==> src/rtl/odo_sbox_prog_if.sv <==
// Lookup and programming bus of the Odo programmable S-box.
// master drives indices, programming stream and swap; slave is the S-box.
interface odo_sbox_prog_if #(
  parameter int unsigned WIDTH = 6,
  parameter int unsigned LANES = 4
);
  logic                   in_valid;
  logic [LANES*WIDTH-1:0] in;
  logic                   out_valid;
  logic [LANES*WIDTH-1:0] out;
  logic                   prog_valid;
  logic                   prog_ready;
  logic [WIDTH-1:0]       prog_data;
  logic                   swap;
  logic                   shadow_full;
  logic                   table_ok;

  modport master (
    output in_valid, in, prog_valid, prog_data, swap,
    input  out_valid, out, prog_ready, shadow_full, table_ok
  );

  modport slave (
    input  in_valid, in, prog_valid, prog_data, swap,
    output out_valid, out, prog_ready, shadow_full, table_ok
  );
endinterface

==> src/rtl/odo_sbox_prog.sv <==
// Double-banked, multi-lane S-box. The active bank serves LANES lookups per
// cycle; the shadow bank is streamed in order and exchanged by a swap command.
module odo_sbox_prog #(
  parameter int unsigned WIDTH = 6,
  parameter int unsigned LANES = 4
) (
  input logic            clk,
  input logic            rst_n,
  odo_sbox_prog_if.slave bus
);
  localparam int unsigned Depth = 1 << WIDTH;

  // Table storage; deliberately not reset.
  logic [WIDTH-1:0] bank_q [2][Depth];

  logic                   bsel_q, bsel_d;
  logic [WIDTH-1:0]       wptr_q, wptr_d;
  logic                   full_q, full_d;
  logic                   ok_q, ok_d;
  logic                   out_valid_q;
  logic [LANES*WIDTH-1:0] out_q;

  logic accept;
  logic swap_ok;

  // Handshake decode: swap only counts once the shadow was already full.
  always_comb begin
    accept  = bus.prog_valid && !full_q;
    swap_ok = bus.swap && full_q;
  end

  // Next-state for bank select, write pointer and status flags.
  always_comb begin
    bsel_d = bsel_q ^ swap_ok;
    ok_d   = ok_q | swap_ok;
    wptr_d = wptr_q;
    full_d = full_q;
    if (accept) begin
      wptr_d = wptr_q + 1'b1;
      if (&wptr_q) begin
        full_d = 1'b1;
      end
    end
    // accept and swap_ok are mutually exclusive (one needs full, one !full).
    if (swap_ok) begin
      full_d = 1'b0;
    end
  end

  // Control state registers.
  always_ff @(posedge clk or negedge rst_n) begin
    if (!rst_n) begin
      bsel_q <= 1'b0;
      wptr_q <= '0;
      full_q <= 1'b0;
      ok_q   <= 1'b0;
    end else begin
      bsel_q <= bsel_d;
      wptr_q <= wptr_d;
      full_q <= full_d;
      ok_q   <= ok_d;
    end
  end

  // Shadow bank write; never touches the bank currently serving lookups.
  always_ff @(posedge clk) begin
    if (accept) begin
      bank_q[~bsel_q][wptr_q] <= bus.prog_data;
    end
  end

  // Registered lookups; a swap on this edge still reads the old active bank.
  always_ff @(posedge clk or negedge rst_n) begin
    if (!rst_n) begin
      out_q       <= '0;
      out_valid_q <= 1'b0;
    end else begin
      out_valid_q <= bus.in_valid;
      for (int k = 0; k < LANES; k++) begin
        out_q[k*WIDTH +: WIDTH] <= bank_q[bsel_q][bus.in[k*WIDTH +: WIDTH]];
      end
    end
  end

  // Output drive.
  always_comb begin
    bus.out         = out_q;
    bus.out_valid   = out_valid_q;
    bus.prog_ready  = ~full_q;
    bus.shadow_full = full_q;
    bus.table_ok    = ok_q;
  end
endmodule

==> src/flat_wrapper.sv <==
// flat-port wrapper written by rule: the top's interface ports become plain ports
module odo_sbox_prog_flat 
#(
  parameter int unsigned WIDTH = 6,
  parameter int unsigned LANES = 4
)
  (clk, rst_n, bus_in_valid, bus_in, bus_prog_valid, bus_prog_data, bus_swap, bus_out_valid, bus_out, bus_prog_ready, bus_shadow_full, bus_table_ok);
  odo_sbox_prog_if #(.WIDTH(WIDTH), .LANES(LANES)) bus_i ();
  input logic clk;
  input logic rst_n;
  input wire logic [$bits(bus_i.in_valid)-1:0] bus_in_valid;
  input wire logic [$bits(bus_i.in)-1:0] bus_in;
  input wire logic [$bits(bus_i.prog_valid)-1:0] bus_prog_valid;
  input wire logic [$bits(bus_i.prog_data)-1:0] bus_prog_data;
  input wire logic [$bits(bus_i.swap)-1:0] bus_swap;
  output wire logic [$bits(bus_i.out_valid)-1:0] bus_out_valid;
  output wire logic [$bits(bus_i.out)-1:0] bus_out;
  output wire logic [$bits(bus_i.prog_ready)-1:0] bus_prog_ready;
  output wire logic [$bits(bus_i.shadow_full)-1:0] bus_shadow_full;
  output wire logic [$bits(bus_i.table_ok)-1:0] bus_table_ok;
  assign bus_i.in_valid = bus_in_valid;
  assign bus_i.in = bus_in;
  assign bus_i.prog_valid = bus_prog_valid;
  assign bus_i.prog_data = bus_prog_data;
  assign bus_i.swap = bus_swap;
  assign bus_out_valid = bus_i.out_valid;
  assign bus_out = bus_i.out;
  assign bus_prog_ready = bus_i.prog_ready;
  assign bus_shadow_full = bus_i.shadow_full;
  assign bus_table_ok = bus_i.table_ok;
  odo_sbox_prog #(.WIDTH(WIDTH), .LANES(LANES)) u_core (.clk(clk), .rst_n(rst_n), .bus(bus_i));
endmodule
==> config.mk <==
export PLATFORM = sky130hd
export DESIGN_NAME = odo_sbox_prog_flat
export DESIGN_NICKNAME = d
export VERILOG_FILES = /design/src/rtl/odo_sbox_prog_if.sv /design/src/rtl/odo_sbox_prog.sv /design/src/flat_wrapper.sv
export SDC_FILE = /design/constraint.sdc
export NUM_CORES = 1
export LEC_CHECK = 0
export CAP_MARGIN = 40
export CORE_MARGIN = 2
export CORE_UTILIZATION = 33
export CTS_CLUSTER_SIZE = 24
export DETAILED_ROUTE_END_ITERATION = 16
export PLACE_DENSITY = 0.45
export SLEW_MARGIN = 40
export SYNTH_ARGS = -nofsm -noshare
export SYNTH_HDL_FRONTEND = slang
export SYNTH_SLANG_ARGS = --single-unit
==> constraint.sdc <==
create_clock -name clk -period 6.06 [get_ports clk]
set_clock_uncertainty 0.1 [all_clocks]
set_input_delay 0.909 -clock clk [delete_from_list [all_inputs] [get_ports clk]]
set_output_delay 0.909 -clock clk [all_outputs]
set_load 0.005 [all_outputs]
# Yosys cells after proc, flatten, opt, wreduce, memory -nomap -nowiden
# Memory sizes are Yosys's and may differ from the RTL's.
# Index checks and enable logic that the tools add are counted.
# totals
regBits	34
mem_bits_rw	768
in_bits	35
memories	1
# mem_list
memory	depth	word_bits	read_ports	rd_ports_with_merged_regs	write_ports	line	text
u_core.bank_q	2	384	1	0	1	odo_sbox_prog.sv:14	logic [WIDTH-1:0] bank_q [2][Depth];
# op_classes
add_sub_neg	1
order_cmp	6
muxes	19
bitwise	9
reduce_logical	8
# ops
op	count
two-way mux 384 bit	1
binary-select mux 6 bit (select 6 bit)	4
two-way mux 6 bit	9
demux 6 bit (select 6 bit)	1
greater-or-equal comparator 7 bit, second input constant	5
NOT 6 -> 7 bit	5
less-than comparator 7 x 1 -> 1 bit, second input constant	1
adder 6 x 1 -> 6 bit, second input constant	1
AND reduction 6 bit	1
two-way mux 1 bit	4
nonzero test 2 bit	2
logical AND 1 bit	3
NOT 1 bit	2
AND reduction 2 bit	1
logical NOT 1 bit	1
OR 1 bit	1
bitwise XOR 1 bit	1

# Logic depth before layout (Yosys ltp)
# Gate-level depths: netlist of the first run.
# logic_depth
ltp_word	6
ltp_mapped	9

# Worst setup path before layout of the first run
# OpenSTA, ideal clock, no wires.
# synth_path
path_kind	input port to flip-flop
from	input bus_in[0]
to	register u_core.out_q[0], in the netlist u_core.bus.out[0]
arrival_ps	2546
setup_slack_ps	3275
path_stages	8
n_path_buf	3
cell_sequence	buf_2 -> buf_2 -> buf_2 -> mux2i_1 -> o22ai_1 -> nor4_1 -> o22ai_1 -> or4_1
# synth_between
elab_chain_len	4
# synth_lines
item	line	text
from (decl)	flat_wrapper.sv:12	input wire logic [$bits(bus_i.in)-1:0] bus_in;
NOT 6 -> 7 bit (not written as such)	odo_sbox_prog.sv:80	out_q[k*WIDTH +: WIDTH] <= bank_q[bsel_q][bus.in[k*WIDTH +: WIDTH]];
binary-select mux 6 bit (select 6 bit)	odo_sbox_prog.sv:80	
two-way mux 6 bit (not written as such) (2 in series)	odo_sbox_prog.sv:80	
to (signal, indexed assignment)	odo_sbox_prog.sv:80	
to (decl)	odo_sbox_prog.sv:21	logic [LANES*WIDTH-1:0] out_q;
# No other way between the ends. The select of a mux whose other input is x is not followed.
# A chain may end at the register's enable or synchronous reset.

# Worst setup path in the final report of the first run
# layout_path
from	register u_core.bsel_q
to	register u_core.out_q[23], in the netlist u_core.bus.out[23]
# layout_between
elab_chain_len	4
# layout_lines
item	line	text
from (decl)	odo_sbox_prog.sv:16	logic bsel_q, bsel_d;
from (signal assigned)	odo_sbox_prog.sv:58	bsel_q <= bsel_d;
memory (2 x 384 bit)	-	
binary-select mux 6 bit (select 6 bit)	odo_sbox_prog.sv:80	
two-way mux 6 bit (not written as such) (2 in series)	odo_sbox_prog.sv:80	
# No other way between the ends. The select of a mux whose other input is x is not followed.

==> out/qor.yml, run 1 <==
result_of_the_run: "finished, final reports clean"
rsz0062_at_grt: "false"
setup_tns_ns: 0
worst-r2r-cell-count: 7
ir_drop_v: 0.000226
power_switching_share_pct: 31.3
finalSetupViolCount: 0
grt_antenna_before_repair: 13
routabilityCongestion: 1.11
finalHoldViolCount: 0
synth_most_common_cell: "edfxtp_1"
die_y_um: 390
route.final.wire_length_um: 237000
final_max_slew_viol_count: 0
hold_buffers: 0
cts_sinks: 802
netlist_top_cells_area: "edfxtp_1, mux4_2, mux2i_1"
synthToLayoutAreaGrowth_pct: 12.6
total_number_of_vias: 35900
finish.utilization_pct: 37.5
power.static_leakage_nw: 18.1
path_class: "flop to flop"
place_area_sq_um: 52200
buffer_ports.inserted: 62
std_cell_rows: 141
postSynthRegisterBits: 802
share_seq_of_total_power_pct: 40.2
postCtsSetupRepairBufs: 0
cts-root-buf: "clkbuf_16"
period_needed_ns: 4.70
postSynth.topFlopCell: "edfxtp_1"
cts-buffers-inserted: 94
tritoncts_clock_tree: "built"
drcViolationCount: 0
routed_antenna_nets: 0
report.power.total_mw: 16.1
postLayoutCellArea_sq_um: 55400
drive_gt1_share_pct: 27.6
cts_htree_levels: 3
syn_avg_cell_area_sq_um: 15.1
drtPass1Iterations: 6
place.detailed.hpwl_um: 181000
path_clk_slew_ns: 0.06
route.detailed.vias_per_inst: 6.81
slew-limit-headroom_pct: 36.7
grt-ovfl-total: 0
part_of_the_power_in_combinational_logic_pct: 22.6
start_kind: "flop"
share_of_synthesized_registers_carrying_an_async_set_or_reset_pct: 4.24
worst_hold_slack_ns: 0.201
synth_enable_flop_cells: 768
worst-path-max-fanout: 39
clk-insertion-delay-late_ns: 0.74
synth_area_sq_um: 49200
post_synth_most_frequent_cells: "edfxtp_1, mux2i_1, mux4_2, o22ai_1, nand3_1"
hp-class: "input port to async pin"
ios: 63
synth_warnings: 0
max_slew.worst_pin.slew_ns: 0.941
maxCapViolations: 0
cts_max_path_buffers: 3
place.detailed.instances: 5089
initial_core_util_pct: 33.3
final_worst_setup_slack_ns: 1.36
power.density_nw_per_um2: 290
post_cts.resized_instances: 0
synth_sequential_area_ratio_pct: 48.6
synth_top_cell_area_share_pct: 46.9
worst_setup_path_end_kind: "flop"
yosys.cell_types.count: 37
pre_cts_ws_ns: 1.42
clockPowerShare_pct: 37.2
max_clock_freq_mhz: 213
design.final.nets: 3293
grt_start_max_net_pins: 80
core-area_sq_um: 148000
synthesized_instance_count: 3264
worstPathRequired_ns: 6.48
critical_path_arrival_ns: 5.11
grt_pass1_wl_um: 314000
net_sw_power_mw: 5.02
detail_route.iter0.violations: 5438
grt_pass1_vias: 34100
routedWlPerCell_um: 45.0
die-width_um: 390
finalCritPeriodShare_pct: 77.5
gr-usage-all-layers_pct: 30.6
synthesis.nets: 3300
yosysTopAreaCell: "edfxtp_1"
final_cells: 5269
internal_power_mw: 11.0
area_of_the_die_sq_um: 152000
==> layout by cell type (no fill, tap or decap), types with 11 or more instances in the layout <==
cell type / synthesis / final
clkinv_2: 0 / 11
o22ai_1: 274 / 270
clkinv_1: 0 / 16
o21a_1: 36 / 36
a22oi_1: 18 / 18
nand4_1: 45 / 45
o211ai_1: 15 / 15
clkdlybuf4s50_1: 0 / 46
mux4_2: 540 / 540
nand2_1: 73 / 71
nand3b_1: 14 / 14
bufinv_16: 0 / 12
nand3_1: 213 / 212
edfxtp_1: 768 / 768
nor2_2: 0 / 33
nor2_1: 174 / 141
clkbuf_16: 0 / 98
o22a_1: 18 / 18
clkinvlp_4: 0 / 11
buf_12: 0 / 18
buf_4: 25 / 118
dfrtp_1: 34 / 33
clkbuf_1: 152 / 21
nor4_1: 81 / 78
mux2_2: 25 / 25
mux2i_1: 564 / 561
==> layout make-up <==
class	count	area, sq um
clock buffers	119	2530
repair buffers	199	1890
multi-input cells	2154	24000
inverters	6	22.5
flip-flops and latches	802	23900
clock inverters	56	618
well taps	1930	2410
fillers	13800	92400
diodes	3	7.51
==> per-layer routing <==
metal / wire length [um] / GRT usage (%)
met1: 97900 / 42.8
met2: 104000 / 45.8
met3: 24300 / 7.36
met4: 11100 / 12.4
met5: 96 / 0
==> sequential cells by signal (all words and copies together), names as in the netlist <==
register and cells:
u_core.bank_q 768, u_core.bus.out 24, u_core.wptr_q 6, u_core.bsel_q 1
u_core.bus.out_valid 1, u_core.bus.shadow_full 1, u_core.bus.table_ok 1
==> path summary, 6_finish.rpt <==
check | from | to | slack, ns
setup / recovery | u_core.bsel_q | u_core.bus.out[23] | 1.36
hold / removal | rst_n | u_core.bus.out[23] | 0.20
setup reg to reg | u_core.bsel_q | u_core.bus.out[23] | 1.36
hold reg to reg | u_core.bus.table_ok | u_core.bus.table_ok | 0.37
max in group asynchronous | rst_n | u_core.bsel_q | 5.18
min in group clk | u_core.bus.table_ok | u_core.bus.table_ok | 0.37
==> logic make-up after synthesis <==
family / after synthesis / share of synthesized area, %
AOI/OAI and AO/OA: 367 / 4.92
xor gates and xnor gates: 6 / 0.107
adders and majority gates: 1 / 0.0254
buffers and inverters: 308 / 3.03
DFF: 802 / 48.6
muxes: 1129 / 36.8
and+or+nand+nor: 651 / 6.58
==> power by group through the flow <==
stage               clock network (mW)  registers (mW)  logic [mW]
CTS                               6.04            6.44        3.56
global placement                     0            6.55        3.50
global route                      6.25            6.46        3.69
detailed placement                   0            6.55        3.55
finish                            5.98            6.45        3.63
floorplan                            0            6.41        2.08
==> critical path, cell delays in order, from the launching register on <==
cell,delay (ns)
dfrtp_4,0.87
buf_12,0.45
buf_4,0.64
mux4_2,0.58
mux2i_1,0.57
o22ai_1,0.18
nor4_2,0.67
nand3_1,0.32
Power figures use the tool's default switching activity.
==> run 2: changes to the inputs <==
--- a/config.mk
+++ b/config.mk
@@ -10,7 +10,7 @@
 export CORE_UTILIZATION = 33
 export CTS_CLUSTER_SIZE = 24
 export DETAILED_ROUTE_END_ITERATION = 16
-export PLACE_DENSITY = 0.45
+export PLACE_DENSITY = 0.47
 export SLEW_MARGIN = 40
 export SYNTH_ARGS = -nofsm -noshare
 export SYNTH_HDL_FRONTEND = slang
==> constraint.sdc (replaced) <==
create_clock -name clk -period 4.2 [get_ports clk]
set_clock_uncertainty 0.1 [all_clocks]
set_input_delay 0.63 -clock clk [delete_from_list [all_inputs] [get_ports clk]]
set_output_delay 0.63 -clock clk [all_outputs]
set_load 0.005 [all_outputs]
==> out/qor.yml, run 2 (synthesis gave the netlist of run 1 again) <==
hp-class: "input port to flop"
maxCapViolations: 0  # unchanged
hp-start: "bus_in_valid"
area_of_combinational_cells_with_multiple_inputs_sq_um: 24000  # -0.20%
pre_cts_ws_ns: -0.135  # -1.56 ns
grt_antenna_before_repair: 16  # +3
clk-insertion-delay-late_ns: 0.75  # about the same
power.static_leakage_nw: 19.8  # +9.3%
worst-path-max-fanout: 30  # -23%
routedWlPerCell_um: 42.9  # -4.7%
cts_max_path_buffers: 3  # unchanged
final_common_cell: "edfxtp_1"
drtPass1Iterations: 7  # +1
gr-usage-all-layers_pct: 30.8  # +0.20 points
place.detailed.instances: 5355  # +5.2%
postLayoutCellArea_sq_um: 58000  # +4.7%
std_cell_rows: 141  # unchanged
cts_sinks: 802  # unchanged
ir_drop_v: 0.000288  # +27%
start_kind: "flop"
place_area_sq_um: 54400  # +4.3%
finalHoldViolCount: 0  # unchanged
total_number_of_vias: 36900  # +2.7%
max_clock_freq_mhz: 242  # +14%
detail_route.iter0.violations: 5712  # +5.0%
tritoncts_clock_tree: "built"
rsz0062_at_grt: "false"
grt-busiest-layer: "met2"
power.density_nw_per_um2: 421  # +45%
finalCritPeriodShare_pct: 98.3  # +21 points
result_of_the_run: "finished, final reports clean"
reg_to_reg_start: "u_core.bsel_q"
cts-buffers-inserted: 98  # +4.3%
setup_tns_ns: 0  # unchanged
area_of_the_die_sq_um: 152000  # unchanged
finalSetupViolCount: 0  # unchanged
design.final.nets: 3563  # +8.2%
buffer_ports.inserted: 62  # unchanged
place.detailed.hpwl_um: 181000  # +0.26%
ios: 63  # unchanged
cts_htree_levels: 3  # unchanged
initial_core_util_pct: 33.3  # unchanged
final_cells: 5545  # +5.2%
crit_start: "u_core.bsel_q"
path_clk_slew_ns: 0.06  # about the same
grt_start_max_net_pins: 129  # +61%
period_needed_ns: 4.13  # -0.565 ns
routabilityCongestion: 1.07  # -3.2%
route.final.wire_length_um: 238000  # +0.34%
grt_use_met2_pct: 47.9  # +2.1 points
cts-root-buf: "clkbuf_16"
report.power.total_mw: 24.4  # +52%
die-width_um: 390  # unchanged
path_class: "flop to flop"
largest_reg_flops: 768  # unchanged
post_cts.resized_instances: 0  # unchanged
worst_setup_path_end_kind: "flop"
final_max_slew_viol_count: 0  # unchanged
met1_track_usage_gr_pct: 43.1  # +0.26 points
mostFrequentLayoutCells: "edfxtp_1, mux2i_1, mux4_2"
slew-limit-headroom_pct: 34.9  # -1.8 points
grt_pass1_wl_um: 319000  # +1.7%
synthToLayoutAreaGrowth_pct: 17.9
grt_pass1_vias: 35900  # +5.2%
final-seq-area_sq_um: 23900  # unchanged
max_slew.worst_pin.slew_ns: 0.976  # +0.0350 ns
drive_gt1_share_pct: 32.7  # +5.1 points
worstPathRequired_ns: 4.72  # -1.76 ns
grt-ovfl-total: 0  # unchanged
critical_path_arrival_ns: 4.65  # -0.46 ns
global_route.usage.met3_pct: 6.58  # -0.78 points
die_y_um: 390  # unchanged
drcViolationCount: 0  # unchanged
core-area_sq_um: 148000  # unchanged
route.detailed.vias_per_inst: 6.65  # -2.4%
routed_antenna_nets: 0  # unchanged
largest-register: "u_core.bank_q"
final_worst_setup_slack_ns: 0.0697  # -1.29 ns
fill_cells: 13700  # -0.84%
## run 2: what timing repair did
item | in CTS | in global routing
hold buffers | 1 | 0
setup buffers | 0 | 0
endpoints found under the hold margin | 16 | 0
## run 2: final timing paths
check | end | slack (ns) | depth (start not counted)
hold / removal | u_core.bus.out_valid | 0.25 | 1
min in group asynchronous | u_core.wptr_q[0] | 0.32 | 2
setup reg to reg | u_core.bus.out[5] | 0.07 | 9
max in group asynchronous | u_core.bsel_q | 2.78 | 3
hold reg to reg | u_core.bus.table_ok | 0.37 | 1
setup / recovery | u_core.bus.out[5] | 0.07 | 9
## run 2: worst max-delay path, stage by stage, from the launching register on
cell and delay (ns):
dfrtp_4 0.60, buf_12 0.23, buf_12 0.21, nand3b_1 0.15, buf_12 0.20, buf_4 0.43, o22ai_1 0.16, nor4_1 0.63
o22ai_1 0.53, or4_1 0.63
## run 2: through the flow
stage	hold slack [ns]	utilization [%]
after floorplan	0.234	-
after global placement	0.358	36.7
after detailed placement	0.365	36.8
after CTS	0.222	39.2
after global routing	0.246	39.2
final	0.254	39.2
## run 2: routing by layer
layer	vias up	part of all wire (%)
met2	2503	45
met1	19600	41
met5	-	0.024
met4	8	3.6
met3	340	10
li1	14400	-
## run 2: layout make-up
| cell class | count | area share (%) |
|---|---|---|
| timing repair buffer | 465 | 7.12 |
| inverter | 6 | 0.0388 |
| antenna | 2 | 0.00863 |
| sequential | 802 | 41.2 |
| multi-input combinational | 2154 | 41.3 |
| clock inverter | 67 | 1.58 |
| clock buffer | 119 | 4.54 |
| tap | 1930 | 4.16 |
## run 2: where the power goes
part / switching [mW] / total [mW] / internal (mW)
combinational: 3.41 / 5.62 / 2.21
sequential: 0.335 / 9.33 / 8.99
clock: 3.74 / 9.47 / 5.73
